[config.mk]
export PLATFORM = sky130hd
export DESIGN_NAME = tmr_fault_injector_flat
export DESIGN_NICKNAME = d
export VERILOG_FILES = /design/src/rtl/tmr_pkg.sv /design/src/rtl/tmr_fault_injector_if.sv /design/src/rtl/tmr_lfsr8.sv /design/src/rtl/tmr_fault_injector.sv /design/src/flat_wrapper.sv
export SDC_FILE = /design/constraint.sdc
export NUM_CORES = 1
export LEC_CHECK = 0
export CAP_MARGIN = 10
export CORE_MARGIN = 8
export CORE_UTILIZATION = 55
export CTS_CLUSTER_SIZE = 25
export DETAILED_ROUTE_END_ITERATION = 10
export PLACE_DENSITY = 0.77
export SETUP_SLACK_MARGIN = 0.05
export SYNTH_ARGS = -nofsm -noshare
export SYNTH_HDL_FRONTEND = slang
export SYNTH_SLANG_ARGS = --single-unit
[constraint.sdc]
create_clock -name clk -period 3.47 [get_ports clk]
set_input_delay 1.041 -clock clk [delete_from_list [all_inputs] [get_ports clk]]
set_output_delay 1.041 -clock clk [all_outputs]
set_load 0.02 [all_outputs]
[src/rtl/tmr_pkg.sv]
// Shared types and helpers for the TMR fault injector.
package tmr_pkg;

  typedef enum logic [1:0] {IDLE, COUNT, INJECT} state_t;

  localparam logic [1:0] MODE_NONE   = 2'b00;
  localparam logic [1:0] MODE_SINGLE = 2'b01;
  localparam logic [1:0] MODE_DOUBLE = 2'b10;
  localparam logic [1:0] MODE_LFSR   = 2'b11;

  localparam logic [7:0] LFSR_SEED = 8'h01;

  function automatic logic [1:0] pop3(input logic [2:0] m);
    return {1'b0, m[0]} + {1'b0, m[1]} + {1'b0, m[2]};
  endfunction

endpackage

[src/rtl/tmr_fault_injector_if.sv]
// Data/control bundle between a stimulus source and the fault injector.
interface tmr_fault_injector_if #(parameter int CNT_W = 8);
  logic             d_in;
  logic             inject_en;
  logic [1:0]       mode;
  logic             a_out;
  logic             b_out;
  logic             c_out;
  logic             fault_active;
  logic             exp_error;
  logic             exp_bad;
  logic [CNT_W-1:0] fault_cnt;

  modport master (output d_in, inject_en, mode,
                  input  a_out, b_out, c_out, fault_active, exp_error, exp_bad, fault_cnt);
  modport slave  (input  d_in, inject_en, mode,
                  output a_out, b_out, c_out, fault_active, exp_error, exp_bad, fault_cnt);
endinterface

[src/rtl/tmr_lfsr8.sv]
// 8-bit Fibonacci LFSR (taps 7,5,4,3), steps on adv; exposes the low 3 bits as a lane mask.
module tmr_lfsr8
  import tmr_pkg::*;
(
  input  logic       clk,
  input  logic       rst_n,
  input  logic       adv,
  output logic [2:0] mask
);

  logic [7:0] l;

  always_ff @(posedge clk or negedge rst_n) begin
    if (!rst_n)   l <= LFSR_SEED;
    else if (adv) l <= {l[6:0], l[7] ^ l[5] ^ l[4] ^ l[3]};
  end

  assign mask = l[2:0];

endmodule

[src/rtl/tmr_fault_injector.sv]
// Triplicates d_in onto three registered lanes and periodically corrupts some of them.
// Define TMR_INJ_LFSR_EN to enable the pseudo-random lane mask (mode 11).
module tmr_fault_injector
  import tmr_pkg::*;
#(
  parameter int PERIOD = 16,
  parameter int HOLD   = 1,
  parameter int CNT_W  = 8
)(
  input  logic                 clk,
  input  logic                 rst_n,
  tmr_fault_injector_if.slave  bus
);

  state_t           state;
  logic [15:0]      cnt;
  logic [1:0]       ptr;
  logic [2:0]       mask, mask_nxt, lane_mask, onehot;
  logic             mode_act;
  logic [1:0]       pc;
  logic             a_q, b_q, c_q, fa_q, err_q, bad_q;
  logic [CNT_W-1:0] fault_cnt;
  logic             entering;

  assign entering = bus.inject_en && (state == COUNT) && (cnt == 16'(PERIOD - 1));

`ifdef TMR_INJ_LFSR_EN
  logic [2:0] lfsr_mask;
  tmr_lfsr8 u_lfsr (
    .clk  (clk),
    .rst_n(rst_n),
    .adv  (entering && (bus.mode == MODE_LFSR)),
    .mask (lfsr_mask)
  );
  assign mode_act = (bus.mode != MODE_NONE);
`else
  assign mode_act = (bus.mode == MODE_SINGLE) || (bus.mode == MODE_DOUBLE);
`endif

  always_comb begin
    onehot   = 3'b001 << ptr;
    mask_nxt = 3'b000;
    case (bus.mode)
      MODE_SINGLE: mask_nxt = onehot;
      MODE_DOUBLE: mask_nxt = ~onehot;
`ifdef TMR_INJ_LFSR_EN
      MODE_LFSR:   mask_nxt = lfsr_mask;
`endif
      default:     mask_nxt = 3'b000;
    endcase
  end

  // cnt counts fault-free cycles in COUNT and hold cycles in INJECT
  always_ff @(posedge clk or negedge rst_n) begin
    if (!rst_n) begin
      state     <= IDLE;
      cnt       <= '0;
      ptr       <= '0;
      mask      <= '0;
      fault_cnt <= '0;
    end else if (!bus.inject_en) begin
      state <= IDLE;
      cnt   <= '0;
    end else begin
      case (state)
        IDLE: begin
          state <= COUNT;
          cnt   <= '0;
        end
        COUNT: begin
          if (cnt == 16'(PERIOD - 1)) begin
            state <= INJECT;
            cnt   <= '0;
            mask  <= mask_nxt;
            if (mode_act && (fault_cnt != {CNT_W{1'b1}}))
              fault_cnt <= fault_cnt + 1'b1;
          end else begin
            cnt <= cnt + 16'd1;
          end
        end
        INJECT: begin
          if (cnt == 16'(HOLD - 1)) begin
            state <= COUNT;
            cnt   <= '0;
            ptr   <= (ptr == 2'd2) ? 2'd0 : ptr + 2'd1;
          end else begin
            cnt <= cnt + 16'd1;
          end
        end
        default: state <= IDLE;
      endcase
    end
  end

  // Lanes and flags share one mask so the flags line up with the corrupted values
  assign lane_mask = (state == INJECT) ? mask : 3'b000;
  assign pc        = pop3(lane_mask);

  always_ff @(posedge clk or negedge rst_n) begin
    if (!rst_n) begin
      {c_q, b_q, a_q} <= '0;
      fa_q            <= 1'b0;
      err_q           <= 1'b0;
      bad_q           <= 1'b0;
    end else begin
      {c_q, b_q, a_q} <= {3{bus.d_in}} ^ lane_mask;
      fa_q            <= |lane_mask;
      err_q           <= (pc == 2'd1) || (pc == 2'd2);
      bad_q           <= (pc >= 2'd2);
    end
  end

  assign bus.a_out        = a_q;
  assign bus.b_out        = b_q;
  assign bus.c_out        = c_q;
  assign bus.fault_active = fa_q;
  assign bus.exp_error    = err_q;
  assign bus.exp_bad      = bad_q;
  assign bus.fault_cnt    = fault_cnt;

endmodule

[src/flat_wrapper.sv]
// flat-port wrapper written by rule: the top's interface ports become plain ports
module tmr_fault_injector_flat import tmr_pkg::*;
#(
  parameter int PERIOD = 16,
  parameter int HOLD   = 1,
  parameter int CNT_W  = 8
)
  (clk, rst_n, bus_d_in, bus_inject_en, bus_mode, bus_a_out, bus_b_out, bus_c_out, bus_fault_active, bus_exp_error, bus_exp_bad, bus_fault_cnt);
  tmr_fault_injector_if #(.CNT_W(CNT_W)) bus_i ();
  input  logic clk;
  input  logic rst_n;
  input wire logic [$bits(bus_i.d_in)-1:0] bus_d_in;
  input wire logic [$bits(bus_i.inject_en)-1:0] bus_inject_en;
  input wire logic [$bits(bus_i.mode)-1:0] bus_mode;
  output wire logic [$bits(bus_i.a_out)-1:0] bus_a_out;
  output wire logic [$bits(bus_i.b_out)-1:0] bus_b_out;
  output wire logic [$bits(bus_i.c_out)-1:0] bus_c_out;
  output wire logic [$bits(bus_i.fault_active)-1:0] bus_fault_active;
  output wire logic [$bits(bus_i.exp_error)-1:0] bus_exp_error;
  output wire logic [$bits(bus_i.exp_bad)-1:0] bus_exp_bad;
  output wire logic [$bits(bus_i.fault_cnt)-1:0] bus_fault_cnt;
  assign bus_i.d_in = bus_d_in;
  assign bus_i.inject_en = bus_inject_en;
  assign bus_i.mode = bus_mode;
  assign bus_a_out = bus_i.a_out;
  assign bus_b_out = bus_i.b_out;
  assign bus_c_out = bus_i.c_out;
  assign bus_fault_active = bus_i.fault_active;
  assign bus_exp_error = bus_i.exp_error;
  assign bus_exp_bad = bus_i.exp_bad;
  assign bus_fault_cnt = bus_i.fault_cnt;
  tmr_fault_injector #(.PERIOD(PERIOD), .HOLD(HOLD), .CNT_W(CNT_W)) u_core (.clk(clk), .rst_n(rst_n), .bus(bus_i));
endmodule
Word level (Yosys, flattened, before mapping)
Index checks and enable logic that the tools add are counted.
{"block": "classes", "n_addsub": 5, "mul": 0, "div_mod_pow": 0, "magnitude_cmp": 1, "eq_ne": 12, "shift": 1, "mux": 11, "bitwise": 2, "reduce_logical": 10}
{"operator": "$mux W16", "n": 3}
{"operator": "$pmux W16 S3", "n": 1}
{"operator": "$add A16 B1 Y16 const B", "n": 1}
{"operator": "$eq A16 B4 Y1 const B", "n": 1}
{"operator": "$logic_not A16 Y1", "n": 1}
{"operator": "$add A8 B1 Y8 const B", "n": 1}
{"operator": "$eq A2 B2 Y1 const B", "n": 4}
{"operator": "$mux W2", "n": 4}
{"operator": "$ne A8 B8 Y1 const B", "n": 1}
{"operator": "$eq A2 B1 Y1 const B", "n": 3}
{"operator": "$pmux W2 S3", "n": 1}
{"operator": "$pmux W3 S2", "n": 1}
{"operator": "$reduce_and A3 Y1", "n": 2}
{"operator": "$ne A4 B1 Y1 const B", "n": 1}
{"operator": "$reduce_and A4 Y1", "n": 1}
{"operator": "$mux W3", "n": 1}
{"operator": "$ne A3 B2 Y1 const B", "n": 1}
{"operator": "$ne A3 B3 Y1 const B", "n": 1}
{"operator": "$not A3 Y3", "n": 1}
{"operator": "$reduce_or A3 Y1", "n": 1}
{"operator": "$shl A1 B2 Y3 const A", "n": 1}
{"operator": "$xor A3 B3 Y3", "n": 1}
{"operator": "$add A1 B1 Y2", "n": 1}
{"operator": "$add A2 B1 Y2", "n": 1}
{"operator": "other kinds (6)", "n": 7}
{"block": "totals", "regBits": 37, "latchBits": 0, "mem_bits_rw": 0, "rom_bits": 0, "out_inout_bits": 14, "wordCells": 53, "memories": 0}

Logic depth before layout (Yosys ltp)
{"block": "depth", "word_depth": 6, "depth_mapped": 8, "ltp_nobuf": 7}

Worst setup path before layout
No wires, ideal clock.
{"block": "synth_timing", "path_type": "input -> register", "start": "input port bus_inject_en", "end": "register u_core.cnt[12]", "setup_ns": 0.082, "arrival_time_ns": 2.217, "t_required_ns": 3.388, "slack_ns": 1.171, "cell_stages": 7, "path_cell_list": "clkbuf_1 and3_1 o41ai_2 and2_1 buf_4 o31a_1 a31oi_1"}
{"block": "synth_via", "elab_chain_cells": 1}
{"item": "start: declaration", "line": "flat_wrapper.sv:13", "text": "input wire logic [$bits(bus_i.inject_en)-1:0] bus_inject_en;"}
{"item": "$ne A4 B1 Y1 (no line) / $mux W16 (equally long branches)"}
{"item": "end signal: assignment", "line": "tmr_fault_injector.sv:78", "text": "cnt <= cnt + 16'd1;"}
{"item": "end signal: assignment", "line": "tmr_fault_injector.sv:87", "text": "cnt <= cnt + 16'd1;"}
{"item": "end: declaration", "line": "tmr_fault_injector.sv:16", "text": "logic [15:0] cnt;"}
Several ways; a longest one is shown, not always the timed one.
A chain may end at the register's enable or synchronous reset.

Worst setup path in the final report
{"block": "layout_timing", "start": "input port bus_mode[0]", "end": "register u_core.fault_cnt[1] (netlist: u_core.bus.fault_cnt[1])"}
{"block": "layout_via", "elab_chain_cells": 4}
{"item": "start: declaration", "line": "flat_wrapper.sv:14", "text": "input wire logic [$bits(bus_i.mode)-1:0] bus_mode;"}
{"item": "$eq A2 B1 Y1 / $eq A2 B2 Y1 (equally long branches)", "line": "tmr_fault_injector.sv:37", "text": "assign mode_act = (bus.mode == MODE_SINGLE) || (bus.mode == MODE_DOUBLE);"}
{"item": "$logic_or A1 B1 Y1 (*)", "line": "tmr_fault_injector.sv:37"}
{"item": "$logic_and A1 B1 Y1 (*)", "line": "tmr_fault_injector.sv:75", "text": "if (mode_act && (fault_cnt != {CNT_W{1'b1}}))"}
{"item": "$reduce_and A4 Y1 (no line) (*)"}
{"item": "end signal: assignment", "line": "tmr_fault_injector.sv:76", "text": "fault_cnt <= fault_cnt + 1'b1;"}
{"item": "end: declaration", "line": "tmr_fault_injector.sv:22", "text": "logic [CNT_W-1:0] fault_cnt;"}
Every way passes the cells marked *; elsewhere a longest branch is shown, timed or not.

==> flow_metrics.tcl <==
set metrics [dict create \
    maximum_net_fanout_on_the_critical_path 5 \
    postCtsHoldBufs 0 \
    initial_drc_count 90 \
    synth-seq-area-share_pct 46.3 \
    drt.antenna.violating_nets 0 \
    worst_slew_pin_slew_ns 0.939 \
    achievable-frequency_mhz 395 \
    antenna_found_initial 0 \
    clk_pin_slew_ns 0.11 \
    reg2reg_path_depth 5 \
    power.share.clock_pct 30.1 \
    tritoncts_clock_tree "yes" \
    hp-start "u_core.bus.fault_cnt[5]" \
    num_rows 22 \
    max_cap_violations 0 \
    worst_slew_margin_rel_pct 36.8 \
    detailed_place_hpwl_um 2920 \
    pin_count 20 \
    comb_power_share_pct 24.4 \
    wirelength_um 4010 \
    kind_of_critical_path "in -> reg" \
    areaGrowthSynthToFinish_pct 15.8 \
    drt_first_pass_iters 5 \
    post_synth_edffs 0 \
    synthTopCellsByCount "37 x dfrtp_1, 25 x nand2_1, 11 x inv_1, 11 x nand3_1, 10 x a31oi_1" \
    start_util_pct 55.8 \
    syn_area_per_cell_um2 10.1 \
    ff2ff_setup_slack_ns 1.13 \
    leftover_overflow_at_the_end_of_global_routing 0 \
    cts.sinks 37 \
    grtUsageTotal_pct 14.5 \
    detail_route.drc_violations 0 \
    synth_async_sr_flop_share_pct 100 \
    global_route.usage.met2_pct 22.3 \
    dieWidth_um 76.3 \
    die_y_um 76.3 \
    vdd.ir_drop.worst_v 0.000222 \
    worst_setup_path_end_kind "register" \
    io_buffer_count 19 \
    post_cts_buffers 0 \
    report.final.setup_viol 0 \
    power.net_switching_w 0.000328 \
    yosys.cell_types.count 40 \
    post_synth_inst_count 197 \
    worstPathBufferInverterCount 2 \
    ctsResizeCount 0 \
    ctsHtreeMaxLevel 2 \
    wire_length_per_cell_um 15.0 \
    crit_path_top_delay_cell "clkdlybuf4s50_1" \
    first_global_vias 1515 \
    pre_cts_ws_ns 0.582 \
    placement.cell_area_mm2 0.00222 \
    cellInternalPower_w 0.000736 \
    grt.busiest_layer "met2" \
    power_density_mw_per_mm2 460 \
    cts_buffers 5 \
    synthesized_net_count 213 \
    yosys.cell_count.top_type "dfrtp_1" \
    hold_path_class "reg -> reg" \
    synth_top_flop_cell "dfrtp_1" \
    final_area_mm2 0.00231 \
    leakage_nw 1.03 \
    skew_ns 0.00837 \
    numPlacedInstances 260 \
    dieArea_mm2 0.00582 \
    path_cells "clkdlybuf4s50_1 -> inv_1 -> ha_1 -> a41oi_1 -> and4_1 -> mux2_1" \
    worst_path_largest_cell_delay_ns 0.50 \
    cts.path.max_buffers 2 \
    grt_max_degree 38 \
    post_synth_main_area_contributors "dfrtp_1 46%, ha_1 5.6%, nand2_1 4.7%" \
    hold-path-endpoint "u_core.bus.fault_cnt[5]" \
    setup_tns_ns 0 \
    yosys_warnings 0 \
    drive_gt1_share_pct 7.73 \
    seq_power_share_pct 45.5 \
    final_critical_path_setup_slack_ns 0.937 \
    finish.net_count 235 \
    global_route.usage.met3_pct 5.19 \
    yosys_register_bits 37 \
    hold_viol 0 \
    min_path_cells 1 \
    core_area_mm2 0.00358 \
    timing.final.max_slew_violations 0 \
    grt.met1_usage_pct 16.9 \
    post_layout_nonfiller_instances 268 \
    period_needed_ns 2.53 \
    antenna_cells_inserted 0 \
    grt_pass1_wl_um 6890 \
    synthDominantAreaCellType "dfrtp_1" \
    gpl.final_weighted_congestion 0.811 \
    layout.core_utilization_pct 64.7 \
    power_switching_share_pct 30.8 \
    worst_skew_pair.late_latency_ns 0.35 \
    cts_root_buffer "clkbuf_4" \
    rsz0062_at_grt "no" \
    worst_path_dominant_cell_family "buffers and inverters" \
    layout_worst_path_cycle_share_pct 73.0 \
    crit_path_start_kind "primary input" \
    worst-endpoint-arrival_ns 2.77 \
    routed_via_density 5.80 \
    synth.cell_area_mm2 0.00200 \
    worst_ep_required_time_ns 3.71 \
    area_share_of_the_largest_cell_type_after_synthesis_pct 46.3 \
    worst_r2r_endpoint "u_core.cnt[7]" \
    critical_r2r_launch "u_core.cnt[13]" \
    status "finished, final reports clean" \
    via_count 1554 \
]
final cells by class:
| class | count | area [µm²] |
|---|---|---|
| clock buffer | 6 | 51.3 |
| clock inverter | 2 | 37.5 |
| fill | 295 | 1260 |
| inverter | 11 | 41.3 |
| multi-input combinational | 144 | 1000 |
| sequential | 37 | 926 |
| tap | 48 | 60.1 |
| timing repair buffer | 20 | 198 |
registers in the layout, summed over array words and instances, names as in the netlist:
name and cells:
u_core.bus.fault_active 1, u_core.cnt 16, u_core.state 2, u_core.bus.a_out 1, u_core.bus.b_out 1, u_core.ptr 2
u_core.bus.exp_error 1, u_core.bus.c_out 1, u_core.bus.fault_cnt 8, u_core.bus.exp_bad 1, u_core.mask 3
stage by stage:
stage	hold WS (ns)	power, W
after floorplan	0.448	0.000690
after global placement	0.466	0.000737
after detailed placement	0.480	0.000750
after CTS	0.503	0.00107
after global routing	0.527	0.00113
final	0.502	0.00106
cells by family after synthesis:
family | count (synthesis) | synth area share (%)
xor+xnor | 14 | 6.14
simple gates | 74 | 20.3
flops | 37 | 46.3
mux | 7 | 3.69
buf+inv | 16 | 3.63
fa+ha+maj | 10 | 6.64
compound gates | 39 | 13.3
worst max-delay path by stage:
stage,start,endpoint,depth (start not counted)
6_report,bus_mode[0],u_core.bus.fault_cnt[1],6
5_1_grt,bus_mode[0],u_core.bus.fault_cnt[1],6
4_1_cts,bus_mode[0],u_core.bus.fault_cnt[1],6
2_1_floorplan,bus_inject_en,u_core.cnt[12],7
3_5_place_dp,bus_mode[0],u_core.bus.fault_cnt[1],6
3_3_place_gp,bus_mode[0],u_core.bus.fault_cnt[1],6
routing by layer:
| metal | routed length [µm] | share of wire (%) |
|---|---|---|
| met1 | 1770 | 44 |
| met4 | 128 | 3.2 |
| met3 | 203 | 5.1 |
| met2 | 1920 | 48 |
| met5 | 0 | 0 |
worst reg2reg max path, delay by kind of cell, from the launching register on:
kind / cells / cell delay [ns]
flip-flops: 1 / 0.45
AO/OA/AOI/OAI: 3 / 0.85
AND/OR/NAND/NOR: 2 / 0.93
power groups by stage:
stage | clock network [W] | logic [W] | registers, W
CTS | 0.000327 | 0.000259 | 0.000484
global placement | 0 | 0.000248 | 0.000489
finish | 0.000320 | 0.000259 | 0.000485
floorplan | 0 | 0.000202 | 0.000488
global route | 0.000346 | 0.000292 | 0.000488
detailed placement | 0 | 0.000258 | 0.000492
placed cells by master, fill, tap and decap left out, types with 4 or more instances in the layout:
cell	Yosys	layout
dfrtp_1	37	37
nand2_1	25	25
clkdlybuf4s50_1	0	19
inv_1	11	11
nand3_1	11	11
a31oi_1	10	10
ha_1	9	9
xor2_1	8	8
o21ai_1	8	8
nor2_1	7	7
a21oi_1	7	7
xnor2_1	6	6
clkbuf_4	0	5
mux2i_1	4	4
and2_1	4	4
and3_1	4	4
Note: power is estimated with default switching activity, not from simulation.
